$ cat src/rtl/memory_frame_pkg.sv
// Shared definitions for the memory frame layout used by the writer and the
// read-back path: state encoding, fixed addresses and capacity helper.
//
// Frame layout in the SRAM:
//   addr 0       : byte count N of the last committed frame
//   addr 1..N    : payload bytes
//   addr N+1     : XOR checksum (only when MEMORY_WRITER_CHECKSUM_EN is set)

package memory_frame_pkg;

    typedef enum logic [2:0] {
        IDLE     = 3'd0,
        RECV     = 3'd1,
        WR_SUM   = 3'd2,
        WR_COUNT = 3'd3,
        DONE     = 3'd4
    } frame_state_t;

    localparam int COUNT_ADDR      = 0;
    localparam int FIRST_DATA_ADDR = 1;

    // Largest payload length that fits both the address space (address 0 is
    // reserved for the count) and the count word. One slot is given up when
    // a checksum byte follows the payload.
    function automatic int frame_max(input int addr_width,
                                     input int data_width,
                                     input bit sum_en);
        int a_max;
        int d_max;
        int m;
        a_max = (1 << addr_width) - 1;
        d_max = (1 << data_width) - 1;
        m     = (a_max < d_max) ? a_max : d_max;
        return sum_en ? (m - 1) : m;
    endfunction

endpackage

$ cat src/rtl/memory_writer.sv
// memory_writer: stores one byte-stream frame into a single-port SRAM.
// Payload is written to addresses 1..N as it arrives (one byte per cycle
// when the source streams), then the count N is written to address 0, and
// o_done pulses once the frame is complete in memory.
//
// Optional build macro: MEMORY_WRITER_CHECKSUM_EN
//   Adds a running XOR of the payload, written at address N+1 before the
//   count word. Capacity drops by one and o_done arrives one cycle later.
//
// state    | meaning
// ---------+-----------------------------------------------------------
// IDLE     | waiting for the first byte of a frame
// RECV     | accepting payload bytes, writing each at r_ptr
// WR_SUM   | writing the payload XOR after the last byte (checksum build)
// WR_COUNT | writing the byte count to address 0
// DONE     | frame committed; o_done registers high on leaving this state

module memory_writer
    import memory_frame_pkg::*;
#(
    parameter int DATA_WIDTH = 8,
    parameter int ADDR_WIDTH = 8
) (
    input  logic                  i_clk,
    input  logic                  i_resetn,
    input  logic [DATA_WIDTH-1:0] i_data,
    input  logic                  i_valid,
    input  logic                  i_last,
    output logic                  o_ready,
    output logic                  o_done,
    output logic [DATA_WIDTH-1:0] o_count,
    output logic                  o_overflow,
    output logic                  csb0,
    output logic                  web0,
    output logic [ADDR_WIDTH-1:0] addr0,
    output logic [DATA_WIDTH-1:0] din0
);

`ifdef MEMORY_WRITER_CHECKSUM_EN
    localparam bit           SUM_EN        = 1'b1;
    localparam frame_state_t AFTER_PAYLOAD = WR_SUM;
`else
    localparam bit           SUM_EN        = 1'b0;
    localparam frame_state_t AFTER_PAYLOAD = WR_COUNT;
`endif

    localparam int                    MAX_INT    = frame_max(ADDR_WIDTH, DATA_WIDTH, SUM_EN);
    localparam logic [DATA_WIDTH-1:0] MAX_COUNT  = DATA_WIDTH'(MAX_INT);
    localparam logic [DATA_WIDTH-1:0] ONE_COUNT  = DATA_WIDTH'(1);
    localparam logic [ADDR_WIDTH-1:0] ADDR_COUNT = ADDR_WIDTH'(COUNT_ADDR);
    localparam logic [ADDR_WIDTH-1:0] ADDR_FIRST = ADDR_WIDTH'(FIRST_DATA_ADDR);
    localparam logic [ADDR_WIDTH-1:0] ONE_ADDR   = ADDR_WIDTH'(1);

    frame_state_t          r_state;
    frame_state_t          w_state_nxt;

    logic [ADDR_WIDTH-1:0] r_ptr;
    logic [ADDR_WIDTH-1:0] w_ptr_nxt;
    logic [DATA_WIDTH-1:0] r_count;
    logic [DATA_WIDTH-1:0] w_count_nxt;
    logic                  r_overflow;
    logic                  w_overflow_nxt;
    logic                  r_done;
    logic                  w_done_nxt;
    logic                  r_csb;
    logic                  w_csb_nxt;
    logic                  r_web;
    logic                  w_web_nxt;
    logic [ADDR_WIDTH-1:0] r_addr;
    logic [ADDR_WIDTH-1:0] w_addr_nxt;
    logic [DATA_WIDTH-1:0] r_din;
    logic [DATA_WIDTH-1:0] w_din_nxt;

`ifdef MEMORY_WRITER_CHECKSUM_EN
    logic [DATA_WIDTH-1:0] r_sum;
    logic [DATA_WIDTH-1:0] w_sum_nxt;
`endif

    logic                  w_full;
    logic                  w_ready;
    logic                  w_fire;
    logic [DATA_WIDTH-1:0] w_count_inc;

    // A finished frame's count does not block the next one: fullness only
    // matters while a frame is being received.
    assign w_full      = (r_state == RECV) && (r_count == MAX_COUNT);
    assign w_ready     = ((r_state == IDLE) || (r_state == RECV)) && !w_full;
    assign w_fire      = i_valid && w_ready;
    assign w_count_inc = r_count + ONE_COUNT;

    assign o_ready    = w_ready;
    assign o_done     = r_done;
    assign o_count    = r_count;
    assign o_overflow = r_overflow;
    assign csb0       = r_csb;
    assign web0       = r_web;
    assign addr0      = r_addr;
    assign din0       = r_din;

    // State register.
    always_ff @(posedge i_clk) begin
        if (!i_resetn) begin
            r_state <= IDLE;
        end else begin
            r_state <= w_state_nxt;
        end
    end

    // Next-state and next datapath values; SRAM strobes default to idle so
    // every write lasts exactly one cycle.
    always_comb begin
        w_state_nxt    = r_state;
        w_ptr_nxt      = r_ptr;
        w_count_nxt    = r_count;
        w_overflow_nxt = r_overflow;
        w_done_nxt     = 1'b0;
        w_csb_nxt      = 1'b1;
        w_web_nxt      = 1'b1;
        w_addr_nxt     = r_addr;
        w_din_nxt      = r_din;
`ifdef MEMORY_WRITER_CHECKSUM_EN
        w_sum_nxt      = r_sum;
`endif

        case (r_state)
            IDLE: begin
                if (w_fire) begin
                    w_overflow_nxt = 1'b0;
                    w_count_nxt    = ONE_COUNT;
                    w_csb_nxt      = 1'b0;
                    w_web_nxt      = 1'b0;
                    w_addr_nxt     = ADDR_FIRST;
                    w_din_nxt      = i_data;
                    w_ptr_nxt      = ADDR_FIRST + ONE_ADDR;
`ifdef MEMORY_WRITER_CHECKSUM_EN
                    w_sum_nxt      = i_data;
`endif
                    if (i_last || (MAX_COUNT == ONE_COUNT)) begin
                        w_state_nxt = AFTER_PAYLOAD;
                    end else begin
                        w_state_nxt = RECV;
                    end
                end
            end

            RECV: begin
                if (w_fire) begin
                    w_count_nxt = w_count_inc;
                    w_csb_nxt   = 1'b0;
                    w_web_nxt   = 1'b0;
                    w_addr_nxt  = r_ptr;
                    w_din_nxt   = i_data;
                    w_ptr_nxt   = r_ptr + ONE_ADDR;
`ifdef MEMORY_WRITER_CHECKSUM_EN
                    w_sum_nxt   = r_sum ^ i_data;
`endif
                    if (i_last) begin
                        w_state_nxt = AFTER_PAYLOAD;
                    end else if (w_count_inc == MAX_COUNT) begin
                        // Capacity reached without i_last: close the frame
                        // here; the rest of the stream starts a new frame.
                        w_overflow_nxt = 1'b1;
                        w_state_nxt    = AFTER_PAYLOAD;
                    end
                end
            end

`ifdef MEMORY_WRITER_CHECKSUM_EN
            WR_SUM: begin
                // r_ptr already points one past the last payload byte.
                w_csb_nxt   = 1'b0;
                w_web_nxt   = 1'b0;
                w_addr_nxt  = r_ptr;
                w_din_nxt   = r_sum;
                w_state_nxt = WR_COUNT;
            end
`endif

            WR_COUNT: begin
                w_csb_nxt   = 1'b0;
                w_web_nxt   = 1'b0;
                w_addr_nxt  = ADDR_COUNT;
                w_din_nxt   = r_count;
                w_state_nxt = DONE;
            end

            DONE: begin
                w_done_nxt  = 1'b1;
                w_state_nxt = IDLE;
            end

            default: begin
                w_state_nxt = IDLE;
            end
        endcase
    end

    // Datapath and SRAM interface registers.
    always_ff @(posedge i_clk) begin
        if (!i_resetn) begin
            r_ptr      <= ADDR_FIRST;
            r_count    <= '0;
            r_overflow <= 1'b0;
            r_done     <= 1'b0;
            r_csb      <= 1'b1;
            r_web      <= 1'b1;
            r_addr     <= '0;
            r_din      <= '0;
        end else begin
            r_ptr      <= w_ptr_nxt;
            r_count    <= w_count_nxt;
            r_overflow <= w_overflow_nxt;
            r_done     <= w_done_nxt;
            r_csb      <= w_csb_nxt;
            r_web      <= w_web_nxt;
            r_addr     <= w_addr_nxt;
            r_din      <= w_din_nxt;
        end
    end

`ifdef MEMORY_WRITER_CHECKSUM_EN
    // Running XOR of the current frame's payload.
    always_ff @(posedge i_clk) begin
        if (!i_resetn) begin
            r_sum <= '0;
        end else begin
            r_sum <= w_sum_nxt;
        end
    end
`endif

endmodule
$ cat config.mk
export PLATFORM = sky130hd
export DESIGN_NAME = memory_writer
export DESIGN_NICKNAME = d
export VERILOG_FILES = /design/src/rtl/memory_frame_pkg.sv /design/src/rtl/memory_writer.sv
export SDC_FILE = /design/constraint.sdc
export NUM_CORES = 1
export LEC_CHECK = 0
export ABC_AREA = 1
export CORE_AREA = 2 2 78 80
export CTS_CLUSTER_DIAMETER = 40
export CTS_CLUSTER_SIZE = 10
export DETAILED_ROUTE_END_ITERATION = 8
export DIE_AREA = 0 0 80 82
export DONT_BUFFER_PORTS = 1
export PLACE_DENSITY = 0.52
export SETUP_SLACK_MARGIN = 0.5
export SLEW_MARGIN = 20
export SYNTH_ARGS = -nofsm -noshare
export SYNTH_HDL_FRONTEND = slang
export SYNTH_SLANG_ARGS = --single-unit
$ cat constraint.sdc
create_clock -name i_clk -period 1.66 [get_ports i_clk]
set_clock_uncertainty 0.2 [all_clocks]
set_input_delay 0.332 -clock i_clk [delete_from_list [all_inputs] [get_ports i_clk]]
set_output_delay 0.332 -clock i_clk [all_outputs]
set_load 0.02 [all_outputs]
* Word-level counts from Yosys, hierarchy flattened
Cells that the tools add are included.
** Storage, ports and cells
- Flip-flop bits (word level) :: 38
- Input port bits :: 12
- Output and inout bits :: 29
- Word-level logic and storage cells :: 60
** Cells by class
- Add/subtract/negate cells :: 2
- Eq/ne operators :: 11
- Multiplexer cells :: 24
- Reductions and logical operators :: 15
** Operator list (number)
- 8-bit two-way mux :: 6
- 8-bit one-hot mux with 2 select lines :: 3
- 8-bit one-hot mux with 3 select lines :: 1
- 8-bit by 1-bit adder with 8-bit output, second input constant :: 2
- 8-bit == test, second input constant :: 2
- 3-bit two-way mux :: 4
- 3-bit one-hot mux with 3 select lines :: 1
- 3-bit AND reduction :: 3
- 1-bit two-way mux :: 6
- 2-bit inequality test, second input constant :: 3
- 5-bit AND reduction :: 1
- 2-bit by 1-bit inequality test with 1-bit output, second input constant :: 2
- 1-bit one-hot mux with 2 select lines :: 2
- 2-bit nonzero test :: 2
- 3-bit by 1-bit == test with 1-bit output, second input constant :: 1
- 3-bit by 2-bit == test with 1-bit output, second input constant :: 1
- 3-bit == test, second input constant :: 1
- 1-bit logical AND :: 3
- 3-bit logical NOT :: 1
- 3-bit by 2-bit inequality test with 1-bit output, second input constant :: 1
- 3-bit nonzero test :: 1
- 2-bit two-way mux :: 1
- 2-bit AND reduction :: 1
- 2-bit OR reduction :: 1
- other kinds (2) :: 2

* Longest topological paths before layout
Gate-level depths: netlist (run 1).
- Depth in word-level cells :: 7
- Mapped depth :: 11
- Depth with buffers taken out :: 11

* Worst setup path before layout (run 1)
Ideal clock, no wire load.
- Path kind :: reg-to-reg
- Start :: reg r_count[0], in the netlist o_count[0]
- End :: reg r_count[3], in the netlist o_count[3]
- Library setup time :: 140 ps
- Arrival :: 1515 ps
- Required time :: 1320 ps
- Slack :: -195 ps
- Cell stages (with the launch flop) :: 12
- Cell sequence :: dfxtp_1 > ha_1 > nand3_1 > inv_1 > nand3_2 > nand3_4 > inv_2 > nand2_2 > inv_2 > buf_6 > nand3_1 > a21oi_1
** Between the ends
- Cells in the longest elaborated chain, start to end :: 7
- Elaborated cells between the ends (all ways) :: 11
** RTL lines
- start, declared :: RTL line memory_writer.sv:59 : logic [DATA_WIDTH-1:0] r_count;
- start signal, assigned :: RTL line memory_writer.sv:211 : r_count <= w_count_nxt;
- branches (longest 7 deep; another with 8-bit by 1-bit adder with 8-bit output)
Parallel ways; which one is timed is not known. The select of a mux whose other input is x is not followed.
A chain may end at the register's enable or synchronous reset.

* Worst setup path in the final report (run 1)
- Start :: reg r_count[4], in the netlist o_count[4]
- End :: out o_ready
** Between the ends
- Cells in the longest elaborated chain, start to end :: 4
** RTL lines
- 8-bit == test :: RTL line memory_writer.sv:86 : assign w_full = (r_state == RECV) && (r_count == MAX_COUNT);
- 1-bit logical AND :: RTL line memory_writer.sv:86
- 1-bit logical NOT :: RTL line memory_writer.sv:87 : assign w_ready = ((r_state == IDLE) || (r_state == RECV)) && !w_full;
- 1-bit logical AND :: RTL line memory_writer.sv:87
- end, declared :: RTL line memory_writer.sv:29 : output logic o_ready,
Every way passes these cells.

==> metrics.yaml, run 1 <==
status:
  status: "complete, but fails checks"
  violations: "setup timing"
timing:
  setup_viol: 26
  max_freq_mhz: 575
  rsz0062_at_grt: "yes"
  finalMaxSlewViolations: 0
  worstMarginPinSlew_ns: 0.380
  relSlewSlack_pct: 74.6
  final.min_clock_period_ns: 1.74
  setup_slack_ns: -0.0778
  holdWs_ns: 0.0165
  hold_viol: 0
  period_share_pct: 105
placed_design:
  detailed_place_hpwl_um: 3480
  dp_cells: 341
  port_buffers: 0
  place.gp.congestion: 0.810
  placed_area_mm2: 0.00217
global_routing:
  antenna_found_initial: 0
  grt_pass1_vias: 1773
  grt.total_usage_pct: 18.0
  grt-ovfl-total: 0
  grt_max_degree: 27
  grt_pass1_wl_um: 8850
setup_path:
  crit_fanout: 2
  crit_required_ns: 1.13
  crit_type: "flop to output port"
  critical_path_buf_inv_count: 1
  start_kind: "flop"
  slowest_delay_ns: 0.36
  worstPathCellList: "nand2_2, nor3_4, nand3_4, nand2_4, inv_4"
  cp.arrival_ns: 1.21
  crit_slowest_cell: "dfxtp_2"
  cp-end-kind: "output port"
  path_delay_family: "simple AND/OR/NAND/NOR gates"
logic_synthesis:
  yosysTopAreaCell: "dfxtp_1"
  syn-num-nets: 266
  synthArstFlopShare_pct: 0
  netlist_area_mm2: 0.00189
  ys_seq_elements: 38
  synth.avg_cell_area_um2: 7.52
  synth-edff-count: 0
  ys.flop_type: "dfxtp_1"
  yosysSeqAreaShare_pct: 40.3
  yosysTopAreaCellShare_pct: 40.3
  synthDistinctLibCells: 34
  ys_warn_count: 0
  synthCells: 251
  synth_area_leaders: "dfxtp_1, nand2_1, a21oi_1"
routing:
  wl_per_cell_um: 15.4
  drtIter0Drc: 93
  via_count: 1819
  drtAntennaViolNets: 0
  drt-total-wl_um: 5660
  drcViolationCount: 0
  dr.pass1.iters: 4
  viasPerCell: 4.94
floorplan:
  die-area_mm2: 0.00656
  placementRows: 28
  die_h_um: 82
  start_util_pct: 32.8
  ios: 41
  core_mm2: 0.00575
  die_x_um: 80
cts:
  cts_tree: "yes"
  cts_max_level: 2
  cts.sinks: 38
  cts_buffer_depth: 2
  clk-insertion-delay-late_ns: 0.29
  cts-root-buf: "clkbuf_8"
  cts_buffers: 5
  path_clk_slew_ns: 0.08
cells_and_area:
  syn2layout_area_growth_pct: 59.5
  antenna_cells: 0
  fin_nets: 308
  drive_gt1_share_pct: 61.4
  finalNonFillerCells: 368
  final_area_mm2: 0.00301
power:
  p_per_area_mw_per_mm2: 734
  vdd_drop_max_uv: 420
  power_leakage_uw: 0.00124
run:
  cap_violations: 0
min_path:
  hold_path_class: "primary input to flop"
==> sequential cells by signal, summed over array words and instances (netlist names) <==
signal and cells:
web0 1, o_done 1, addr0 8, r_ptr 8
din0 8, o_overflow 1, r_state 3, o_count 8
==> path summary, 6_finish.rpt <==
kind | startpoint | endpoint | slack (ns) | cells after the start
worst max register to register | o_count[1] | r_ptr[4] | -0.08 | 10
worst min-delay path | i_resetn | o_overflow | 0.02 | 2
worst min register to register | r_state[2] | o_done | 0.29 | 2
worst max-delay path | o_count[4] | o_ready | -0.08 | 5
==> placed cells by master (no fill, tap or decap), drive strengths merged, types with 3 or more instances in the layout <==
cell type / instances
inv: 24
dfxtp: 38
clkbuf: 7
ha: 3
nand3: 19
nand2: 74
o21ai: 9
clkinv: 5
o22a: 7
nor2: 23
nor3: 3
a21oi: 26
buf: 41
nand4: 4
==> cell usage after synthesis (4+ instances only) <==
cell and number:
inv_2 5, buf_6 4, nand2_1 71, nand3_1 17, o21ai_0 7, nor2_1 22
a21oi_2 8, o22a_2 7, nand4_1 4, inv_1 20, a21oi_1 18, dfxtp_1 38
==> logic make-up after synthesis <==
kind of cell | share of synthesized area [%]
buf+inv | 10.2
simple gates | 30.2
compound gates | 16.4
fa+ha+maj | 1.99
flops | 40.3
xor+xnor | 0.929
==> what timing repair did <==
action	in CTS	in global routing
endpoints found under the setup margin	65	66
cloned	3	0
gates resized for setup	124	42
endpoints found under the hold margin	7	0
buffers inserted	11	4
hold buffers	2	0
pin swaps	20	12
==> stage by stage <==
stage / utilization, % / total power [µW] / setup slack (ns) / setup TNS [ns]
final: 52.4 / 2210 / -0.0778 / -1.03
after global placement: 37.7 / 1310 / 0.0299 / 0
after CTS: 48.7 / 2170 / -0.0722 / -0.248
after detailed placement: 37.7 / 1310 / -0.00904 / -0.0145
after floorplan: - / 1230 / 0.0578 / 0
after global routing: 52.4 / 2300 / -0.172 / -3.68
==> power by group <==
| group | switching (µW) | total, µW | internal, µW |
|---|---|---|---|
| clock network | 336 | 756 | 421 |
| logic | 259 | 456 | 197 |
| registers | 66.9 | 996 | 930 |
| total | 662 | 2210 | 1550 |
==> final cells by class <==
| cell class | count | area (µm²) |
|---|---|---|
| multi-input cells | 176 | 1320 |
| flip-flops and latches | 38 | 853 |
| clock buffers | 7 | 108 |
| well taps | 75 | 93.8 |
| fillers | 538 | 2740 |
| inverters | 27 | 139 |
| repair inverters | 2 | 32.5 |
| repair buffers | 43 | 460 |
==> metal layers <==
metal	GRT usage, %	vias up	routed length, µm
met3	4.29	14	295
met5	0	-	0
met2	29.3	41	2700
met1	22.4	855	2490
met4	8.64	0	175
li1	-	909	-
Note: power is estimated with default switching activity, not from simulation.
==> run 2, diff against run 1 <==
REMOVE_ABC_BUFFERS = 1   (was unset)
==> run 2 against run 1 <==
The flow still finishes with violations (setup timing). Critical path depth is 6 higher. Core utilization is 0.87 points lower. Global-route usage is 0.84 points lower. Sequential power hardly changed. Sequential share of layout area is 0.14 points higher. Flip-flop and latch count stayed put. Design area is 1.7% lower. Maximum frequency is 1.0% lower. Clock power is 12% lower. Power is 4.7% lower. Largest cell class unchanged. Largest power group unchanged.
==> metrics.yaml, run 2 (same netlist as run 1, synthesis figures left out) <==
status:
  status: "complete, but fails checks"
  violations: "setup timing"
cells_and_area:
  drive_gt1_share_pct: 59.2
  syn2layout_area_growth_pct: 56.8
  multi_input_area_mm2: 0.00133
  final_area_mm2: 0.00296
  final_common_cell: "nand2_1"
  seqCellArea_um2: 843
  fin_nets: 306
  most-common-layout-cells: "nand2_1, a21oi_2, nand2_4, dfxtp_4, buf_4"
  nFillCells: 554
  antenna_cells: 0
placed_design:
  placed_area_mm2: 0.00213
  detailed_place_hpwl_um: 3300
  port_buffers: 0
  place.gp.congestion: 0.851
routing:
  dr.pass1.iters: 4
  via_count: 1750
  viasPerCell: 4.77
  wl_per_cell_um: 14.4
  drt-total-wl_um: 5300
  drtIter0Drc: 73
  drcViolationCount: 0
  drtAntennaViolNets: 0
floorplan:
  die-area_mm2: 0.00656
  placementRows: 28
  die_x_um: 80
  die_h_um: 82
  ios: 41
  start_util_pct: 32.8
  core_mm2: 0.00575
timing:
  finalMaxSlewViolations: 0
  worstMarginPinSlew_ns: 0.438
  period_share_pct: 106
  max_freq_mhz: 569
  relSlewSlack_pct: 70.8
  setup_viol: 19
  tns_ns: -0.378
  hold_viol: 0
  final.min_clock_period_ns: 1.76
  holdWs_ns: 0.0152
  rsz0062_at_grt: "yes"
  setup_slack_ns: -0.0959
cts:
  cts-root-buf: "clkbuf_8"
  cts.sinks: 38
  clk-insertion-delay-late_ns: 0.29
  cts_buffer_depth: 2
  cts_buffers: 5
  path_clk_slew_ns: 0.08
  cts_max_level: 2
  cts_tree: "yes"
setup_path:
  start_kind: "flop"
  path_delay_family: "simple AND/OR/NAND/NOR gates"
  cp.arrival_ns: 1.78
  crit_fanout: 3
  worstPathCellList: "ha_4, buf_6, nand2_4, inv_2, nor2_4, nand3_2, nor2_2, nand3_1, nand2_1, nand3_2, a21oi_1"
  cp-end-kind: "flop"
  crit_slowest_cell: "dfxtp_4"
  path_common_cell: "nand3_2"
  critical_path_buf_inv_count: 2
  slowest_delay_ns: 0.36
  crit_type: "flop to flop"
  crit_required_ns: 1.69
global_routing:
  grt.total_usage_pct: 17.1
  top_usage_layer: "met2"
  grt_max_degree: 28
  grt_use_met1_pct: 21.9
  met2_usage_pct: 26.4
  grt_pass1_vias: 1745
  antenna_found_initial: 0
  use_met3_pct: 5.60
  grt_pass1_wl_um: 8470
  grt-ovfl-total: 0
power:
  vdd_drop_max_uv: 320
  power_leakage_uw: 0.00122
  p_per_area_mw_per_mm2: 711
min_path:
  hold_path_class: "primary input to flop"
run:
  cap_violations: 0
run 2: cell types whose count changed in the layout (fill, tap and decap cells not counted), sizes merged:
cell         change
buf              -1
clkinv           -1
dlygate4sd3      -1
inv              +2
run 2: metal layers:
| metal | share of wire (%) | routed length, µm |
|---|---|---|
| met5 | 0 | 0 |
| met4 | 1.8 | 93 |
| met3 | 5.3 | 279 |
| met2 | 49 | 2610 |
| met1 | 44 | 2320 |
run 2: worst paths after layout:
path / cells past startpoint / startpoint / end / slack [ns]
setup / recovery: 11 / o_count[0] / o_overflow / -0.1
hold / removal: 2 / i_last / r_state[1] / 0.02
setup reg to reg: 11 / o_count[0] / o_overflow / -0.1
hold reg to reg: 1 / r_state[1] / o_done / 0.29
run 2: area by class of cell:
class | instances | share of cell area, %
flip-flops and latches | 38 | 28.5
well taps | 75 | 3.17
repair inverters | 2 | 0.930
repair buffers | 41 | 14.5
multi-input cells | 176 | 44.9
inverters | 27 | 4.90
clock buffers | 7 | 2.92
clock inverters | 1 | 0.169
run 2: metrics by stage:
stage,cells,utilization [%],power (µW),worst slack (ns)
after global routing,367,51.5,2210,-0.202
after detailed placement,344,37.0,1300,-0.185
after CTS,366,48.2,2090,-0.0541
final,367,51.5,2100,-0.0959
after global placement,344,37.0,1300,-0.0667
after floorplan,241,-,1190,-0.304
run 2: timing repair:
item | CTS | global route
buffers inserted | 11 | 1
endpoints found under the hold margin | 6 | 0
pin swaps | 15 | 33
hold buffers | 1 | 0
cloned | 2 | 0
setup endpoints to repair | 66 | 66
resized for setup | 148 | 45
run 2: power breakdown:
part / switching (µW) / internal, µW
Clock: 330 / 335
Sequential: 68.1 / 933
Combinational: 255 / 184
Total: 653 / 1450
